==> src/rtl/mic_sample_capture.sv <==
// SPI-style ADC capture: a periodic tick starts a 16-clock conversion and the 12-bit result is latched.
// Optional MIC_AVG4_EN: wave_sample becomes the mean of the last four samples instead of sample[11:2].
module mic_sample_capture #(
  parameter int CLK_DIV    = 50,
  parameter int SAMPLE_DIV = 5000
) (
  input  logic        clk,
  input  logic        rst_n,
  input  logic        J_MIC_Pin3,
  output logic        J_MIC_Pin1,
  output logic        J_MIC_Pin4,
  output logic [11:0] sample,
  output logic [9:0]  wave_sample,
  output logic        sample_valid,
  output logic        overrun
);

  localparam int TW = (SAMPLE_DIV > 1) ? $clog2(SAMPLE_DIV) : 1;
  localparam int DW = $clog2(CLK_DIV + 1);
  localparam logic [TW-1:0] TICK_LAST = TW'(SAMPLE_DIV - 1);
  localparam logic [DW-1:0] DIV_LAST  = DW'(CLK_DIV - 1);

  typedef enum logic [1:0] {IDLE, SETUP, SHIFT, DONE} state_e;

  state_e        state_q;
  logic [TW-1:0] tickCnt_q;
  logic [DW-1:0] divCnt_q;
  logic [4:0]    bitCnt_q;
  logic [11:0]   shift_q;
  logic          cs_q, sclk_q, valid_q, overrun_q;
  logic [11:0]   sample_q;
  logic [9:0]    wave_q;
  logic [9:0]    wave_d;
  logic          tick, halfDone, capture;
  logic [11:0]   newSample;

  assign tick      = (tickCnt_q == TICK_LAST);
  assign halfDone  = (divCnt_q == DIV_LAST);
  assign capture   = (state_q == SHIFT) && halfDone && sclk_q && (bitCnt_q == 5'd16);
  assign newSample = shift_q;

  always_ff @(posedge clk or negedge rst_n) begin
    if (!rst_n) begin
      tickCnt_q <= '0;
    end else if (tick) begin
      tickCnt_q <= '0;
    end else begin
      tickCnt_q <= tickCnt_q + 1'b1;
    end
  end

`ifdef MIC_AVG4_EN
  logic [11:0] hist0_q, hist1_q, hist2_q;
  logic [13:0] sum;

  assign sum    = 14'(newSample) + 14'(hist0_q) + 14'(hist1_q) + 14'(hist2_q);
  assign wave_d = 10'(sum >> 4);

  always_ff @(posedge clk or negedge rst_n) begin
    if (!rst_n) begin
      hist0_q <= '0;
      hist1_q <= '0;
      hist2_q <= '0;
    end else if (capture) begin
      hist0_q <= newSample;
      hist1_q <= hist0_q;
      hist2_q <= hist1_q;
    end
  end
`else
  assign wave_d = newSample[11:2];
`endif

  // Only the low 12 bits of the 16-bit frame are kept; the ADC's leading zeros fall off the top.
  always_ff @(posedge clk or negedge rst_n) begin
    if (!rst_n) begin
      state_q   <= IDLE;
      divCnt_q  <= '0;
      bitCnt_q  <= '0;
      shift_q   <= '0;
      cs_q      <= 1'b1;
      sclk_q    <= 1'b1;
      valid_q   <= 1'b0;
      overrun_q <= 1'b0;
      sample_q  <= '0;
      wave_q    <= '0;
    end else begin
      valid_q <= 1'b0;
      if (tick && state_q != IDLE) begin
        overrun_q <= 1'b1;
      end
      case (state_q)
        IDLE: begin
          if (tick) begin
            state_q  <= SETUP;
            cs_q     <= 1'b0;
            divCnt_q <= '0;
          end
        end
        SETUP: begin
          if (halfDone) begin
            state_q  <= SHIFT;
            divCnt_q <= '0;
            bitCnt_q <= '0;
            sclk_q   <= 1'b0;
          end else begin
            divCnt_q <= divCnt_q + 1'b1;
          end
        end
        SHIFT: begin
          if (halfDone) begin
            divCnt_q <= '0;
            if (!sclk_q) begin
              sclk_q   <= 1'b1;
              shift_q  <= {shift_q[10:0], J_MIC_Pin3};
              bitCnt_q <= bitCnt_q + 1'b1;
            end else if (capture) begin
              state_q  <= DONE;
              cs_q     <= 1'b1;
              sample_q <= newSample;
              wave_q   <= wave_d;
              valid_q  <= 1'b1;
            end else begin
              sclk_q <= 1'b0;
            end
          end else begin
            divCnt_q <= divCnt_q + 1'b1;
          end
        end
        DONE: begin
          state_q <= IDLE;
        end
        default: begin
          state_q <= IDLE;
          cs_q    <= 1'b1;
          sclk_q  <= 1'b1;
        end
      endcase
    end
  end

  assign J_MIC_Pin1   = cs_q;
  assign J_MIC_Pin4   = sclk_q;
  assign sample       = sample_q;
  assign wave_sample  = wave_q;
  assign sample_valid = valid_q;
  assign overrun      = overrun_q;

endmodule

==> config.mk <==
export PLATFORM = sky130hd
export DESIGN_NAME = mic_sample_capture
export DESIGN_NICKNAME = d
export VERILOG_FILES = /design/src/rtl/mic_sample_capture.sv
export SDC_FILE = /design/constraint.sdc
export NUM_CORES = 1
export LEC_CHECK = 0
export CAP_MARGIN = 0
export CORE_MARGIN = 3
export CORE_UTILIZATION = 55
export DETAILED_ROUTE_END_ITERATION = 12
export PLACE_DENSITY = 0.78
export SYNTH_ARGS = -nofsm -noshare
export SYNTH_HDL_FRONTEND = slang
export SYNTH_SLANG_ARGS = --single-unit
==> constraint.sdc <==
create_clock -name clk -period 2.85 [get_ports clk]
set_input_delay 0.285 -clock clk [delete_from_list [all_inputs] [get_ports clk]]
set_output_delay 0.285 -clock clk [all_outputs]
set_load 0.05 [all_outputs]
# Yosys cells after proc, flatten, opt, wreduce, memory -nomap -nowiden
# Index checks and enable logic that the tools add are counted.
# totals
in_bits,3
output_inout_bits,26
register_bits,64
# classes
bitwise,1
addsub,3
mux,27
n_eq_ne,12
reduce_logical,17
# ops
op,n
5-bit 2-to-1 mux,3
13-bit by 1-bit adder with 13-bit output (second input constant),1
13-bit == test (second input constant),1
13-bit 2-to-1 mux,1
6-bit 2-to-1 mux,2
2-bit != test (second input constant),6
6-bit case mux with 2 select lines,1
1-bit 2-to-1 mux,11
2-bit 2-to-1 mux,5
5-bit case mux with 2 select lines,1
5-bit AND reduction,2
2-bit case mux with 4 select lines,1
4-bit AND reduction,2
2-bit nonzero test,4
6-bit by 1-bit adder with 6-bit output (second input constant),1
6-bit == test (second input constant),1
3-bit AND reduction,2
5-bit by 1-bit adder with 5-bit output (second input constant),1
5-bit == test (second input constant),1
2-bit == test (second input constant),2
1-bit logical AND,4
1-bit case mux with 2 select lines,2
2-bit by 1-bit == test with 1-bit output (second input constant),1
2-bit logical NOT,1
other kinds (3),3

# Depth between registers and ports, before layout
# Gate-level depths: netlist (run 1).
# depth
depth_word,8
ltp_mapped,8
ltp_nobuf,6

# Worst setup path after synthesis (run 1)
# Ideal clock, no wire load.
# synth_path
path_type,register to register
startpoint,register tickCnt_q[10]
endpoint,register state_q[1]
stages_incl_launch_ff,5
path_buffers,0
setup_time_ps,125
t_arrival_ps,1866
period_less_slack_ps,1991
path_slack_ps,859
path_cell_list,dfrtp_1 or4b_4 o41a_4 a21oi_1 mux2_2
# synth_via
elab_chain_len,3
# synth_rtl
element,line,text
from (decl),26,logic [TW-1:0] tickCnt_q;
from (signal assigned),48,tickCnt_q <= tickCnt_q + 1'b1;
13-bit == test,37,assign tick = (tickCnt_q == TICK_LAST);
2-bit != test (no line),-,
5-bit AND reduction (no line),-,
to (signal assigned),77,state_q <= IDLE;
to (signal assigned),95,state_q <= SETUP;
to (signal assigned),102,state_q <= SHIFT;
to (decl),25,state_e state_q;
# Every way passes these cells.
# A chain may end at the register's enable or synchronous reset.

# Worst setup path in the final report (run 1)
# layout_path
startpoint,register tickCnt_q[0]
endpoint,register state_q[1]
# The elaborated chain is that of the path after synthesis.

==> impl_metrics.json, run 1 <==
{
  "fmax_mhz": 471.0,
  "cts_buffers": 5,
  "p_per_area_nw_per_um2": 409.3,
  "avgSynthCellArea_um2": 12.11,
  "cts_max_path_buffers": 2,
  "tightest_slew_ns": 0.5814,
  "min_to": "overrun",
  "cts.sinks": 54,
  "fp.dieH_um": 74.16,
  "detail_route.vias_per_cell": 5.690,
  "core_area_um2": 4414,
  "synth_seq_cells": 54,
  "grt_max_degree": 32,
  "r2r_slack_ns": 0.73,
  "antenna_left": 0,
  "r2r_cells": 5,
  "clk_latency_ns": 0.30,
  "firstDrtPassIters": 4,
  "rsz0062_at_grt": "no",
  "switching_share_pct": 21.08,
  "path_class": "register to register",
  "dp_hpwl_mm": 3.024,
  "fill_cells": 339,
  "power_switching_mw": 0.2520,
  "fp.dieW_um": 74.16,
  "rows": 24,
  "grt_util_all_layers_pct": 16.95,
  "synth_top_cell_by_area": "dfrtp_1",
  "cp-end-kind": "register",
  "pwr-share-seq_pct": 64.0,
  "critPathMaxFanout": 7,
  "detail_route.wl_per_cell_um": 14.58,
  "start_util_pct": 57.88,
  "synthFlopType": "dfrtp_1",
  "reg2reg_from": "tickCnt_q[0]",
  "status": "finished clean",
  "ys_seq_area_share_pct": 52.99,
  "gp_congestion": 0.8599,
  "crit_required_ns": 3.04,
  "hp-start": "overrun",
  "period_share_pct": 74.49,
  "portBuffers": 28,
  "tns_ns": 0,
  "synth_async_sr_flop_share_pct": 100.0,
  "antenna_found_initial": 0,
  "layout-drive-gt1-share_pct": 19.75,
  "num_vias": 1650,
  "min_period_ns": 2.123,
  "synth_cells": 211,
  "ys_warn_count": 0,
  "finalClockSkew_ns": 0.009155,
  "critPathLaunchType": "register",
  "drt-total-wl_mm": 4.229,
  "grt_pass1_wl_mm": 7.203,
  "syn-num-nets": 223,
  "cts-htree-levels": 2,
  "hold_path_depth": 1,
  "hold_viol": 0,
  "ys_types": 45,
  "synth_edf_count": 0,
  "vdd_drop_max_mv": 0.2511,
  "drc": 0,
  "clock_power_share_pct": 34.5,
  "hp-class": "register to register",
  "p_leak_nw": 1.329,
  "nets": 249,
  "cp.arrival_ns": 2.31,
  "maxCapViolCount": 0,
  "utilization_pct": 66.16,
  "areaGrowthSynthToFinish_pct": 14.30,
  "path_clk_slew_ns": 0.09,
  "yosys.area.top_type_share_pct": 50.93,
  "maxSlewHeadroom_pct": 60.73,
  "cts_root_buffer": "clkbuf_8",
  "grt_pass1_vias": 1598,
  "ioPinCount": 29,
  "cts_tree": "done",
  "synth_area_leaders": "dfrtp_1 (51%), mux2_2 (11%), ha_1 (4.4%)",
  "combinationalPowerShare_pct": 1.5,
  "drt_iter0_markers": 95,
  "antennaDiodeCount": 0,
  "p_int_mw": 0.9434,
  "slew_violations": 0,
  "r2r-end": "state_q[1]",
  "design.die.area_um2": 5499,
  "power_mw": 1.195,
  "netlist_area_um2": 2555,
  "setup_viol": 0,
  "cts_resized": 0,
  "postCtsHoldBufs": 1,
  "grt-ovfl-total": 0,
  "cts_setup_buffers": 0
}
[cells in the mapped netlist (2+ instances only)]
master	instances
a21oi_1	5
mux2_2	26
dfrtp_1	52
o21ai_0	7
and3_1	2
mux2i_1	4
xor2_1	6
nand3_1	10
xnor2_1	4
or4b_4	2
or3_1	3
a31oi_1	2
nor2_1	13
a22o_1	2
dfstp_2	2
buf_4	10
nor3_1	3
ha_1	9
nor2b_1	4
buf_2	2
inv_1	9
nand2_1	6
nand4_1	6
[registers in the layout (all words and copies together) (netlist names)]
| name | cells |
|---|---|
| tickCnt_q | 13 |
| newSample | 12 |
| sample | 12 |
| divCnt_q | 6 |
| bitCnt_q | 5 |
| state_q | 2 |
| J_MIC_Pin1 | 1 |
| J_MIC_Pin4 | 1 |
| overrun | 1 |
| sample_valid | 1 |
[cells by family (layout without fill, tap and decap cells)]
group                    after synthesis  count (layout)  share of synthesized area (%)
flip-flops                            54              54                          52.99
AND/OR/NAND/NOR                       58              58                          13.27
buffers and inverters                 23              50                          5.191
XOR/XNOR                              10              10                          3.428
AO/OA/AOI/OAI                         27              27                          7.689
multiplexers                          30              30                          13.03
adder cells (fa/ha/maj)                9               9                          4.408
[cells in the final DEF (no fill, tap or decap), drive strengths merged, types with 4 or more instances in the layout]
master         count
dfrtp             52
clkdlybuf4s50     27
mux2              26
nor2              13
nand3             10
inv                9
ha                 9
o21ai              7
clkbuf             7
nand4              6
xor2               6
nand2              6
a21oi              5
buf                5
mux2i              4
xnor2              4
nor2b              4
or3                4
[per-layer routing]
layer,track usage (%),vias to the layer above,wire [um]
li1,-,796,-
met1,23.46,815,2064
met2,26.97,31,1998
met3,3.243,8,126
met4,5.634,0,40
met5,0,-,0
[critical path: stages, from the launching register on]
cell and delay, ns:
dfrtp_1 0.38, ha_1 0.23, nand3_1 0.25, o41a_4 0.56, a21oi_1 0.22, mux2_2 0.36
[metrics by stage]
stage / instances / setup WS, ns / area [um^2] / hold WS, ns
after global placement: 281 / 0.8082 / 2826 / 0.2986
after CTS: 290 / 0.7432 / 2920 / 0.4668
after global routing: 290 / 0.6296 / 2920 / 0.4862
final: 290 / 0.7271 / 2920 / 0.4626
after detailed placement: 281 / 0.7658 / 2826 / 0.3001
after floorplan: 211 / 0.8589 / 2555 / -0.01059
[power by group through the flow]
stage / logic, mW / registers [mW] / clock network [mW]
final: 0.0180 / 0.766 / 0.412
after global routing: 0.0210 / 0.766 / 0.451
after CTS: 0.0193 / 0.766 / 0.423
after detailed placement: 0.0183 / 0.781 / 0
after global placement: 0.0184 / 0.781 / 0
after floorplan: 0.0000121 / 0.781 / 0
[layout make-up]
class	count	area [um^2]	area share [%]
Clock buffer	7	76.32	2.614
Clock inverter	1	7.507	0.2571
Inverter	9	33.78	1.157
Multi-Input combinational cell	134	1069	36.59
Sequential cell	54	1354	46.36
Tap cell	52	65.06	2.228
Timing Repair Buffer	33	315.3	10.80
[worst max-delay path by stage]
stage                        startpoint         end  slack (ns)  cells past startpoint
final                      tickCnt_q[0]  state_q[1]        0.73                      5
after CTS                  tickCnt_q[0]  state_q[1]        0.74                      5
after detailed placement   tickCnt_q[0]  state_q[1]        0.77                      5
after global routing       tickCnt_q[0]  state_q[1]        0.63                      5
after floorplan           tickCnt_q[10]  state_q[1]        0.86                      4
after global placement     tickCnt_q[0]  state_q[1]        0.81                      5
Note: power is estimated with default switching activity, not from simulation.
==> run 2, diff against run 1 <==
- clock period: 2.85 -> 2.1 ns (I/O delays scaled with it)
==> impl_metrics.json, run 2 (synthesis gave the netlist of run 1 again) <==
{
  "cts_root_buffer": "clkbuf_8",
  "antenna_found_initial": 0,
  "gp_congestion": 0.8486,
  "drc": 0,
  "dp_hpwl_mm": 3.197,
  "maxCapViolCount": 0,
  "min_period_ns": 2.032,
  "drt-total-wl_mm": 4.388,
  "design.die.area_um2": 5499,
  "path_clk_slew_ns": 0.09,
  "path_class": "register to register",
  "grt-ovfl-total": 0,
  "finalClockSkew_ns": 0.006005,
  "areaGrowthSynthToFinish_pct": 19.05,
  "fill_cells": 343,
  "cts_max_path_buffers": 2,
  "core_area_um2": 4414,
  "top_register": "tickCnt_q",
  "period_share_pct": 96.77,
  "grt_pass1_vias": 1568,
  "worst_slack_ns": 0.06776,
  "maxSlewHeadroom_pct": 64.54,
  "cts.sinks": 54,
  "grt_max_degree": 55,
  "setup_viol": 0,
  "place_ws_ns": 0.07959,
  "ioPinCount": 29,
  "dp_cells": 289,
  "num_vias": 1683,
  "start_util_pct": 57.88,
  "antennaDiodeCount": 0,
  "mostFrequentLayoutCells": "dfrtp_1 (52), clkdlybuf4s50_1 (27), mux2_2 (26), nor2_1 (13), buf_4 (12)",
  "r2r_slack_ns": 0.07,
  "p_per_area_nw_per_um2": 587.6,
  "cts_tree": "done",
  "detail_route.vias_per_cell": 5.629,
  "portBuffers": 28,
  "final_common_cell": "dfrtp_1",
  "cts-htree-levels": 2,
  "fp.dieW_um": 74.16,
  "detail_route.wl_per_cell_um": 14.68,
  "largest_register_ffs": 13,
  "grt_util_all_layers_pct": 17.28,
  "grt_pass1_wl_mm": 7.265,
  "rows": 24,
  "hp-class": "primary input to asynchronous set/reset pin",
  "rsz0062_at_grt": "yes",
  "critPathMaxFanout": 5,
  "layout-drive-gt1-share_pct": 23.89,
  "cp-end-kind": "register",
  "reg2reg_from": "tickCnt_q[6]",
  "tightest_slew_ns": 0.5302,
  "nets": 258,
  "critPathLaunchType": "register",
  "stdcell_count": 299,
  "power_mw": 1.787,
  "hold_viol": 0,
  "p_leak_nw": 1.405,
  "cp.arrival_ns": 2.26,
  "status": "finished clean",
  "fp.dieH_um": 74.16,
  "crit_start": "tickCnt_q[6]",
  "antenna_left": 0,
  "fmax_mhz": 492.1,
  "slew_violations": 0,
  "cts_buffers": 5,
  "crit_required_ns": 2.33,
  "fin_hold_ws_ns": 0.4116,
  "firstDrtPassIters": 4,
  "clk_latency_ns": 0.30,
  "tns_ns": 0,
  "vdd_drop_max_mv": 0.3971,
  "drt_iter0_markers": 119
}
## run 2: what timing repair did
item                                    in CTS  in global routing
gates resized for setup                      0                  1
endpoints found under the setup margin       0                  6
hold buffers                                 1                  0
buffers inserted                             0                  1
endpoints found under the hold margin       52                  0
## run 2: report_power, final
part	total (mW)	leakage, nW	internal [mW]	switching, mW
sequential	1.04	0.733	1.04	0
combinational	0.0273	0.610	0.00744	0.0199
clock	0.721	0.0618	0.392	0.329
## run 2: worst paths after layout
check                                to  cells past startpoint
max                         divCnt_q[4]                      4
min                        tickCnt_q[0]                      3
max reg2reg                 divCnt_q[4]                      4
min reg2reg                     overrun                      1
max in group asynchronous    J_MIC_Pin1                      3
min in group clk                overrun                      1
## run 2: per-layer routing
metal | GRT usage [%] | wire [um] | up-vias
li1 | - | - | 817
met1 | 21.96 | 1932 | 828
met2 | 29.92 | 2257 | 33
met3 | 3.649 | 156 | 5
met4 | 4.829 | 41 | 0
met5 | 0 | 0 | -
## run 2: final cells by class
class	count	area [um^2]	area share, %
multi-input combinational	134	1072	35.25
inverter	9	33.78	1.111
sequential	54	1354	44.51
clock inverter	2	38.79	1.275
clock buffer	6	82.58	2.715
timing repair buffer	42	395.4	13.00
tap	52	65.06	2.139
## run 2: critical path: stages (launching register included)
cell and delay [ns]:
dfrtp_1 0.41, or4b_4 0.55, o41a_4 0.40, or4b_4 0.53, o211ai_2 0.08
## run 2: metrics by stage
step / cell area (um^2) / util [%]
2_1_floorplan: 2555 / -
3_3_place_gp: 2899 / 65.67
3_5_place_dp: 2899 / 65.67
4_1_cts: 3030 / 68.65
5_1_grt: 3042 / 68.91
6_report: 3042 / 68.91
